[config.mk]
export PLATFORM = sky130hd
export DESIGN_NAME = decode
export DESIGN_NICKNAME = d
export VERILOG_FILES = /design/src/rtl/decode_pkg.sv /design/src/rtl/decode_comb.sv /design/src/rtl/decode.sv
export SDC_FILE = /design/constraint.sdc
export NUM_CORES = 1
export LEC_CHECK = 0
export CAP_MARGIN = 20
export CORE_AREA = 3 3 133 135
export CTS_CLUSTER_DIAMETER = 100
export DETAILED_ROUTE_END_ITERATION = 8
export DIE_AREA = 0 0 136 138
export PLACE_DENSITY = 0.53
export SLEW_MARGIN = 20
export SYNTH_ARGS = -nofsm -noshare
export SYNTH_HDL_FRONTEND = slang
export SYNTH_HIERARCHICAL = 1
export SYNTH_SLANG_ARGS = --single-unit
[constraint.sdc]
create_clock -name clk -period 1.6 [get_ports clk]
set_input_delay 0.48 -clock clk [delete_from_list [all_inputs] [get_ports clk]]
set_output_delay 0.48 -clock clk [all_outputs]
set_load 0.02 [all_outputs]
[src/rtl/decode_pkg.sv]
// Shared RV32I decode definitions: opcodes, funct3 codes, ALU operation
// encoding and the decoded-instruction payload carried from decode to execute.
package decode_pkg;

  // Major opcodes (inst[6:0]).
  localparam logic [6:0] OPC_LUI      = 7'b0110111;
  localparam logic [6:0] OPC_AUIPC    = 7'b0010111;
  localparam logic [6:0] OPC_JAL      = 7'b1101111;
  localparam logic [6:0] OPC_JALR     = 7'b1100111;
  localparam logic [6:0] OPC_BRANCH   = 7'b1100011;
  localparam logic [6:0] OPC_LOAD     = 7'b0000011;
  localparam logic [6:0] OPC_STORE    = 7'b0100011;
  localparam logic [6:0] OPC_OP_IMM   = 7'b0010011;
  localparam logic [6:0] OPC_OP       = 7'b0110011;
  localparam logic [6:0] OPC_MISC_MEM = 7'b0001111;
  localparam logic [6:0] OPC_SYSTEM   = 7'b1110011;

  // funct7 values that select the base or the alternate (SUB/SRA) operation.
  localparam logic [6:0] F7_BASE = 7'b0000000;
  localparam logic [6:0] F7_ALT  = 7'b0100000;

  // funct3 codes for ALU operations.
  localparam logic [2:0] F3_ADD_SUB = 3'b000;
  localparam logic [2:0] F3_SLL     = 3'b001;
  localparam logic [2:0] F3_SLT     = 3'b010;
  localparam logic [2:0] F3_SLTU    = 3'b011;
  localparam logic [2:0] F3_XOR     = 3'b100;
  localparam logic [2:0] F3_SRL_SRA = 3'b101;
  localparam logic [2:0] F3_OR      = 3'b110;
  localparam logic [2:0] F3_AND     = 3'b111;

  typedef enum logic [3:0] {
    ALU_ADD    = 4'd0,
    ALU_SUB    = 4'd1,
    ALU_SLL    = 4'd2,
    ALU_SLT    = 4'd3,
    ALU_SLTU   = 4'd4,
    ALU_XOR    = 4'd5,
    ALU_SRL    = 4'd6,
    ALU_SRA    = 4'd7,
    ALU_OR     = 4'd8,
    ALU_AND    = 4'd9,
    ALU_PASS_B = 4'd10
  } alu_op_e;

  // Everything execute needs about one instruction, pc excluded.
  typedef struct packed {
    logic [4:0]  rs1;
    logic [4:0]  rs2;
    logic [4:0]  rd;
    logic [31:0] imm;
    logic [2:0]  funct3;
    alu_op_e     alu_op;
    logic        op_a_pc;
    logic        op_b_imm;
    logic        is_load;
    logic        is_store;
    logic        is_branch;
    logic        is_jal;
    logic        is_jalr;
    logic        rf_we;
    logic        illegal;
  } decoded_t;

  // Map funct3 to an ALU op; alt selects SUB/SRA over ADD/SRL.
  function automatic alu_op_e alu_from_funct3(input logic [2:0] f3, input logic alt);
    case (f3)
      F3_ADD_SUB: alu_from_funct3 = alt ? ALU_SUB : ALU_ADD;
      F3_SLL:     alu_from_funct3 = ALU_SLL;
      F3_SLT:     alu_from_funct3 = ALU_SLT;
      F3_SLTU:    alu_from_funct3 = ALU_SLTU;
      F3_XOR:     alu_from_funct3 = ALU_XOR;
      F3_SRL_SRA: alu_from_funct3 = alt ? ALU_SRA : ALU_SRL;
      F3_OR:      alu_from_funct3 = ALU_OR;
      default:    alu_from_funct3 = ALU_AND;
    endcase
  endfunction

endpackage

[src/rtl/decode_comb.sv]
// Purely combinational RV32I decoder: instruction word -> register indices,
// immediate, ALU control, class flags and illegal-instruction detection.
module decode_comb
  import decode_pkg::*;
(
  input  logic [31:0] inst_i,
  output decoded_t    dec_o
);

  logic [6:0]  opcode;
  logic [2:0]  funct3;
  logic [6:0]  funct7;
  logic [31:0] imm_i_fmt;
  logic [31:0] imm_s_fmt;
  logic [31:0] imm_b_fmt;
  logic [31:0] imm_u_fmt;
  logic [31:0] imm_j_fmt;

  assign opcode = inst_i[6:0];
  assign funct3 = inst_i[14:12];
  assign funct7 = inst_i[31:25];

  assign imm_i_fmt = {{20{inst_i[31]}}, inst_i[31:20]};
  assign imm_s_fmt = {{20{inst_i[31]}}, inst_i[31:25], inst_i[11:7]};
  assign imm_b_fmt = {{19{inst_i[31]}}, inst_i[31], inst_i[7], inst_i[30:25], inst_i[11:8], 1'b0};
  assign imm_u_fmt = {inst_i[31:12], 12'b0};
  assign imm_j_fmt = {{11{inst_i[31]}}, inst_i[31], inst_i[19:12], inst_i[20], inst_i[30:21], 1'b0};

  // Decode the opcode class, then squash side effects of illegal or rd=x0 instructions.
  always_comb begin
    // NOTE: every output gets a default first, so no path through the case can infer a latch.
    dec_o        = '0;
    dec_o.rs1    = inst_i[19:15];
    dec_o.rs2    = inst_i[24:20];
    dec_o.rd     = inst_i[11:7];
    dec_o.funct3 = funct3;
    dec_o.alu_op = ALU_ADD;

    if (inst_i[1:0] != 2'b11) begin
      dec_o.illegal = 1'b1;
    end else begin
      case (opcode)
        OPC_LUI: begin
          dec_o.imm      = imm_u_fmt;
          dec_o.alu_op   = ALU_PASS_B;
          dec_o.op_b_imm = 1'b1;
          dec_o.rf_we    = 1'b1;
        end
        OPC_AUIPC: begin
          dec_o.imm      = imm_u_fmt;
          dec_o.op_a_pc  = 1'b1;
          dec_o.op_b_imm = 1'b1;
          dec_o.rf_we    = 1'b1;
        end
        OPC_JAL: begin
          dec_o.imm      = imm_j_fmt;
          dec_o.op_a_pc  = 1'b1;
          dec_o.op_b_imm = 1'b1;
          dec_o.is_jal   = 1'b1;
          dec_o.rf_we    = 1'b1;
        end
        OPC_JALR: begin
          dec_o.imm      = imm_i_fmt;
          dec_o.op_b_imm = 1'b1;
          dec_o.is_jalr  = 1'b1;
          dec_o.rf_we    = 1'b1;
          dec_o.illegal  = (funct3 != 3'b000);
        end
        OPC_BRANCH: begin
          dec_o.imm       = imm_b_fmt;
          dec_o.alu_op    = ALU_SUB;
          dec_o.is_branch = 1'b1;
          dec_o.illegal   = (funct3 == 3'b010) || (funct3 == 3'b011);
        end
        OPC_LOAD: begin
          dec_o.imm      = imm_i_fmt;
          dec_o.op_b_imm = 1'b1;
          dec_o.is_load  = 1'b1;
          dec_o.rf_we    = 1'b1;
          dec_o.illegal  = (funct3 == 3'b011) || (funct3 == 3'b110) || (funct3 == 3'b111);
        end
        OPC_STORE: begin
          dec_o.imm      = imm_s_fmt;
          dec_o.op_b_imm = 1'b1;
          dec_o.is_store = 1'b1;
          dec_o.illegal  = (funct3 >= 3'b011);
        end
        OPC_OP_IMM: begin
          dec_o.imm      = imm_i_fmt;
          dec_o.op_b_imm = 1'b1;
          dec_o.rf_we    = 1'b1;
          // Only the right-shift form uses inst[30] as an operation selector;
          // ADDI with a negative immediate must stay ADD.
          dec_o.alu_op   = alu_from_funct3(funct3, (funct3 == F3_SRL_SRA) && inst_i[30]);
          if (funct3 == F3_SLL)
            dec_o.illegal = (funct7 != F7_BASE);
          else if (funct3 == F3_SRL_SRA)
            dec_o.illegal = (funct7 != F7_BASE) && (funct7 != F7_ALT);
        end
        OPC_OP: begin
          dec_o.rf_we = 1'b1;
          if (funct7 == F7_BASE)
            dec_o.alu_op = alu_from_funct3(funct3, 1'b0);
          else if ((funct7 == F7_ALT) && ((funct3 == F3_ADD_SUB) || (funct3 == F3_SRL_SRA)))
            dec_o.alu_op = alu_from_funct3(funct3, 1'b1);
          else
            dec_o.illegal = 1'b1;
        end
        OPC_MISC_MEM: begin
          // FENCE has no effect in this in-order pipeline: pass through as a NOP.
          dec_o.imm = imm_i_fmt;
        end
        OPC_SYSTEM: begin
          dec_o.imm     = imm_i_fmt;
          dec_o.illegal = 1'b1;
        end
        default: dec_o.illegal = 1'b1;
      endcase
    end

    if (dec_o.illegal) begin
      dec_o.is_load   = 1'b0;
      dec_o.is_store  = 1'b0;
      dec_o.is_branch = 1'b0;
      dec_o.is_jal    = 1'b0;
      dec_o.is_jalr   = 1'b0;
      dec_o.rf_we     = 1'b0;
    end
    if (dec_o.rd == 5'd0)
      dec_o.rf_we = 1'b0;
  end

endmodule

[src/rtl/decode.sv]
// Decode pipeline stage: wraps decode_comb with a valid/ready output register
// that stalls on execute back-pressure and drops its instruction on a flush.
module decode
  import decode_pkg::*;
#(
  parameter int XLEN = 32
) (
  input  logic            clk,
  input  logic            rst_n,
  input  logic            flush_i,
  input  logic            valid_i,
  output logic            ready_o,
  input  logic [XLEN-1:0] pc_i,
  input  logic [31:0]     inst_i,
  output logic            valid_ro,
  input  logic            ready_i,
  output logic [XLEN-1:0] pc_ro,
  output logic [4:0]      rs1_ro,
  output logic [4:0]      rs2_ro,
  output logic [4:0]      rd_ro,
  output logic [XLEN-1:0] imm_ro,
  output logic [2:0]      funct3_ro,
  output logic [3:0]      alu_op_ro,
  output logic            op_a_pc_ro,
  output logic            op_b_imm_ro,
  output logic            is_load_ro,
  output logic            is_store_ro,
  output logic            is_branch_ro,
  output logic            is_jal_ro,
  output logic            is_jalr_ro,
  output logic            rf_we_ro,
  output logic            illegal_ro
);

  logic            cke;
  logic            load_payload;
  logic            valid_d, valid_q;
  logic [XLEN-1:0] pc_d, pc_q;
  decoded_t        dec_d, dec_q;

  decode_comb u_decode_comb (
    .inst_i (inst_i),
    .dec_o  (dec_d)
  );

  // The stage advances whenever it is empty or execute is taking its contents.
  assign cke          = ~valid_q | ready_i;
  assign ready_o      = cke;
  assign load_payload = cke & valid_i;
  assign pc_d         = pc_i;

  // Next valid: a flush wins over everything, otherwise follow upstream when enabled.
  always_comb begin
    valid_d = valid_q;
    if (flush_i)
      valid_d = 1'b0;
    else if (cke)
      valid_d = valid_i;
  end

  // Valid flag register; reset leaves the stage empty.
  always_ff @(posedge clk or negedge rst_n) begin
    // NOTE: state registers use non-blocking assignment so every flop samples pre-edge values.
    if (!rst_n)
      valid_q <= 1'b0;
    else
      valid_q <= valid_d;
  end

  // Payload register; loads only for real instructions so bubbles leave it quiet.
  always_ff @(posedge clk or negedge rst_n) begin
    if (!rst_n) begin
      pc_q  <= '0;
      dec_q <= '0;
    end else if (load_payload) begin
      pc_q  <= pc_d;
      dec_q <= dec_d;
    end
  end

  assign valid_ro     = valid_q;
  assign pc_ro        = pc_q;
  assign rs1_ro       = dec_q.rs1;
  assign rs2_ro       = dec_q.rs2;
  assign rd_ro        = dec_q.rd;
  assign imm_ro       = dec_q.imm;
  assign funct3_ro    = dec_q.funct3;
  assign alu_op_ro    = dec_q.alu_op;
  assign op_a_pc_ro   = dec_q.op_a_pc;
  assign op_b_imm_ro  = dec_q.op_b_imm;
  assign is_load_ro   = dec_q.is_load;
  assign is_store_ro  = dec_q.is_store;
  assign is_branch_ro = dec_q.is_branch;
  assign is_jal_ro    = dec_q.is_jal;
  assign is_jalr_ro   = dec_q.is_jalr;
  assign rf_we_ro     = dec_q.rf_we;
  assign illegal_ro   = dec_q.illegal;

endmodule

* Word-level counts from Yosys, hierarchy flattened *
Cells that the tools add are included.

word-level totals
  flip-flop bits (word level) = 96
  input port bits = 69
  output and inout bits = 97

cells by class
  order comparisons = 1
  equal/unequal tests = 21
  muxes and demuxes = 29
  bitwise operators = 3
  reductions and logical operators = 19

operator list
  kind                                                    number
  case mux 32 bit (5 select lines)                        1
  case mux 4 bit (7 select lines)                         3
  two-way mux 32 bit                                      1
  == test 7 x 6 -> 1 bit (second input constant)          4
  == test 7 bit (second input constant)                   4
  two-way mux 1 bit                                       18
  case mux 4 bit (4 select lines)                         1
  == test 7 x 5 -> 1 bit (second input constant)          2
  OR reduction 7 bit                                      2
  == test 3 bit (second input constant)                   4
  two-way mux 12 bit                                      1
  two-way mux 4 bit                                       2
  == test 7 x 2 -> 1 bit (second input constant)          1
  == test 7 x 4 -> 1 bit (second input constant)          1
  logical NOT 7 bit                                       1
  inequality test 7 x 6 -> 1 bit (second input constant)  1
  case mux 1 bit (7 select lines)                         1
  nonzero test 7 bit                                      1
  == test 3 x 2 -> 1 bit (second input constant)          2
  two-way mux 6 bit                                       1
  logical NOT 5 bit                                       1
  OR reduction 5 bit                                      1
  logical OR 1 bit                                        4
  OR reduction 2 bit                                      2
  other kinds (11)                                        13

* Longest topological paths before layout *
  word-level depth = 9
  depth in mapped cells = 7

* Cells and area by module *
The synthesis kept the hierarchy.

by module, submodules not included
  module       times used  cells an instance  area an instance (µm²)
  decode       1           205                3776.1
  decode_comb  1           181                1162.4

* Worst setup path after synthesis *
No wires, ideal clock.

  kind = input port to flip-flop
  start = in inst_i[3]
  end = reg dec_q (netlist bit rf_we_ro)
  library setup time = 0.125 ns
  arrival time = 1.916 ns
  data required time = 1.475 ns
  slack = -0.441 ns
  cell stages on the path = 6
  path buffers = 1
  path through = buf_2 > nand4bb_1 > a2111oi_0 > a21bo_2 > and4b_1 > mux2_2

RTL lines
  item                  line          source
  start, declared       decode.sv:14  input logic [31:0] inst_i,
  end signal, assigned  decode.sv:74  dec_q <= '0;
  end signal, assigned  decode.sv:77  dec_q <= dec_d;
  end, declared         decode.sv:39  decoded_t dec_d, dec_q;

==> impl_metrics.csv <==
group,metric,value,unit
global_routing,antenna_found_initial,0,
sta,period_needed,1.78,ns
critical_path,worstPathMaxFanout,3,
sta,rsz0062_at_grt,"true",
critical_path,endpoint_kind,"register",
layout,diodes,0,
sta,fmax,0.562,GHz
sta,hold_violations,0,
layout,post_route_cells_drive_above_1_share,45.0,%
sta,min_period_over_period,111,%
yosys,synth_area,4940,um2
cts,clockBufferDepth,2,
worst_hold_path,hold_path_class,"register to register",
floorplan,die_w,136,um
yosys,ys_types,57,
drt,viasPerCell,4.73,
sta,tightest_slew,0.398,ns
critical_path,arrival,2.07,ns
floorplan,start_util,29.8,%
pwr,total_power,6.48,mW
global_routing,grt_max_degree,50,
global_routing,grt_use_met3,3.82,%
yosys,synth.ff_latch_count,96,
layout,area_growth,60.4,%
critical_path,critPathRequiredTime,1.89,ns
yosys,synthXorXnorAreaFrac,0.709,%
yosys,synth_sequential_area_ratio,48.6,%
cts,insertion_delay,0.35,ns
yosys,synth_nets,455,
cts,numCtsBuffers,9,
critical_path,r2r_end,"pc_ro[27]$_DFFE_PN0P_",
run_status,status,"finished with violations",
run,drv_cap,0,
floorplan,fp.dieArea,18800,um2
yosys,synth_fa_ha_area_share,0,%
yosys,yosys_warnings,6,
sta,relSlewSlack,73.4,%
sta,setup_viol,7,
critical_path,r2r_slack,0.10,ns
worst_hold_path,whs_path_depth,1,
global_routing,grt_pass1_wl,23700,um
drt,drt-total-wl,15100,um
yosys,synth_top_family_by_area,"multiplexers",
sta,setup_slack,-0.178,ns
critical_path,reg2reg_from,"valid_ro$_DFFE_PN0P_",
worst_hold_path,whs_endpoint,"pc_ro[28]$_DFFE_PN0P_",
global_routing,grt_pass1_vias,4138,
yosys,synthSimpleGateAreaFrac,8.39,%
drt,drc,0,
cts,cts_root_buf,"clkbuf_16",
placement,dp_hpwl,10800,um
yosys,async_reset_ff_share,100,%
yosys,synth-compound-area-share,10.2,%
cts,cts_tree,"done",
run_status,violations,"negative setup slack",
floorplan,io_pins,166,
pwr,p_leak,3.94,nW
cts,path_clk_slew,0.07,ns
layout,multiInputGateArea,2550,um2
placement,io_buffers,165,
placement,dp.cells,793,
worst_hold_path,hold_start,"pc_ro[28]$_DFFE_PN0P_",
global_routing,groute.usage.overall,15.9,%
drt,antenna_left,0,
drt,drtPass1Iterations,4,
cts,cts_sinks,96,
critical_path,worstSetupStartpointType,"input pin",
drt,route.detailed.wl_per_inst,18.0,um
global_routing,grt_use_met1,21.7,%
cts,htree_levels,3,
yosys,ys.flop_type,"dfrtp_1",
yosys,synth_mux_area_share,25.5,%
drt,route.vias.total,3963,
pwr,ir_drop,0.466,mV
sta,skew,0.00672,ns
global_routing,overflow,0,
critical_path,criticalPathCategory,"input pin to register",
floorplan,die_height,138,um
yosys,syn_avg_cell_area,12.8,um2
yosys,synth_edf_count,0,
layout,fin_nets,682,
global_routing,use_met2,25.1,%
critical_path,reg2regPathDepth,5,
sta,hold_ws,0.500,ns
placement,gp_congestion,0.847,
global_routing,globalRoute.busiestLayer,"met2",
floorplan,core,16600,um2
floorplan,num_rows,47,
pwr,power.density,818,nW/um2
sta,drv_slew,0,
drt,drt_iter0_markers,153,
layout,nFillCells,1537,
yosys,synth_cells,386,
layout,regArea,2400,um2
layout,fin_cells,838,
cells in the final DEF, fill, tap and decap left out, types with 7 or more instances in the layout:
master / netlist / layout
nand2_1: 13 / 12
clkdlybuf4s50_1: 0 / 44
clkbuf_16: 0 / 9
nor2_1: 13 / 10
mux2_2: 45 / 37
buf_6: 6 / 14
mux2_4: 50 / 58
buf_4: 18 / 72
nor3_1: 12 / 7
dfrtp_1: 96 / 96
dlygate4sd2_1: 0 / 91
clkdlybuf4s15_1: 0 / 9
a21o_1: 11 / 11
buf_12: 0 / 10
buf_2: 13 / 9
metrics by stage:
stage,setup WS [ns],TNS (ns),instance area [um2],util [%]
finish,-0.178,-0.920,7920,47.8
global route,-0.197,-1.09,7920,47.8
CTS,-0.224,-0.788,7760,46.8
detailed placement,-0.947,-53.79,7270,43.8
global placement,-0.986,-53.45,7270,43.8
floorplan,-0.279,-2.32,5130,-
worst max-delay path, cell delays in order:
cell	delay [ns]
buf_6	0.10
or4_4	0.59
buf_6	0.15
nor3_4	0.21
a21oi_2	0.10
o41ai_2	0.24
mux2_4	0.20
worst max-delay path by stage:
stage                          start                       end  depth (start not counted)
after global routing      inst_i[28]  alu_op_ro[3]$_DFFE_PN0P_                          7
after detailed placement  inst_i[27]  alu_op_ro[2]$_DFFE_PN0P_                          7
after floorplan           inst_i[29]    illegal_ro$_DFFE_PN0P_                          5
final                     inst_i[28]  alu_op_ro[3]$_DFFE_PN0P_                          7
after global placement    inst_i[27]  alu_op_ro[2]$_DFFE_PN0P_                          7
after CTS                 inst_i[29]    illegal_ro$_DFFE_PN0P_                          6
per-layer routing:
layer	vias to the layer above	routed length, um
met1	1957	6710
met5	-	0
met2	143	7050
met4	0	200
met3	14	1110
li1	1849	-
cells in the mapped netlist, drive strengths merged, types with 4 or more instances:
master   count  area, um2
nand2       14       55.1
a21o        12       91.3
a22o         4       35.0
buf         38        272
nor3        12       60.1
a21oi       14       70.1
dfrtp       96       2400
nor2        13       48.8
o21ai       12       60.1
inv          7       26.3
and3         8       51.3
nand2b       4       32.5
clkbuf       5       28.8
o2bb2ai      8       70.1
mux2        95       1260
report_power, final:
group / switching [mW] / internal (mW)
Clock: 1.04 / 1.09
Sequential: 0.0970 / 2.62
Combinational: 0.796 / 0.845
Total: 1.93 / 4.55
flip-flops by register name (all words and copies together) (netlist names), 3 cells and up:
register,cells
rd_ro,5
alu_op_ro,4
rs1_ro,5
funct3_ro,3
pc_ro,32
imm_ro,32
rs2_ro,5
timing repair:
item	CTS	global route
gates resized for setup	192	55
buffers inserted	19	9
cloned	4	0
hold endpoints to repair	10	0
hold buffers	1	0
pin swaps	24	15
endpoints found under the setup margin	188	38
logic make-up after synthesis:
group,Yosys count
flip-flops,96
multiplexers,95
AND/OR/NAND/NOR,73
AO/OA/AOI/OAI,68
buffers and inverters,50
XOR/XNOR,4
cell type report:
type,count,share of cell area [%]
multi-input cells,240,32.1
flip-flops and latches,96,30.3
repair buffers,259,30.1
well taps,220,3.47
clock buffers,9,2.84
clock inverters,7,0.790
inverters,7,0.332
Note: power is estimated with default switching activity, not from simulation.
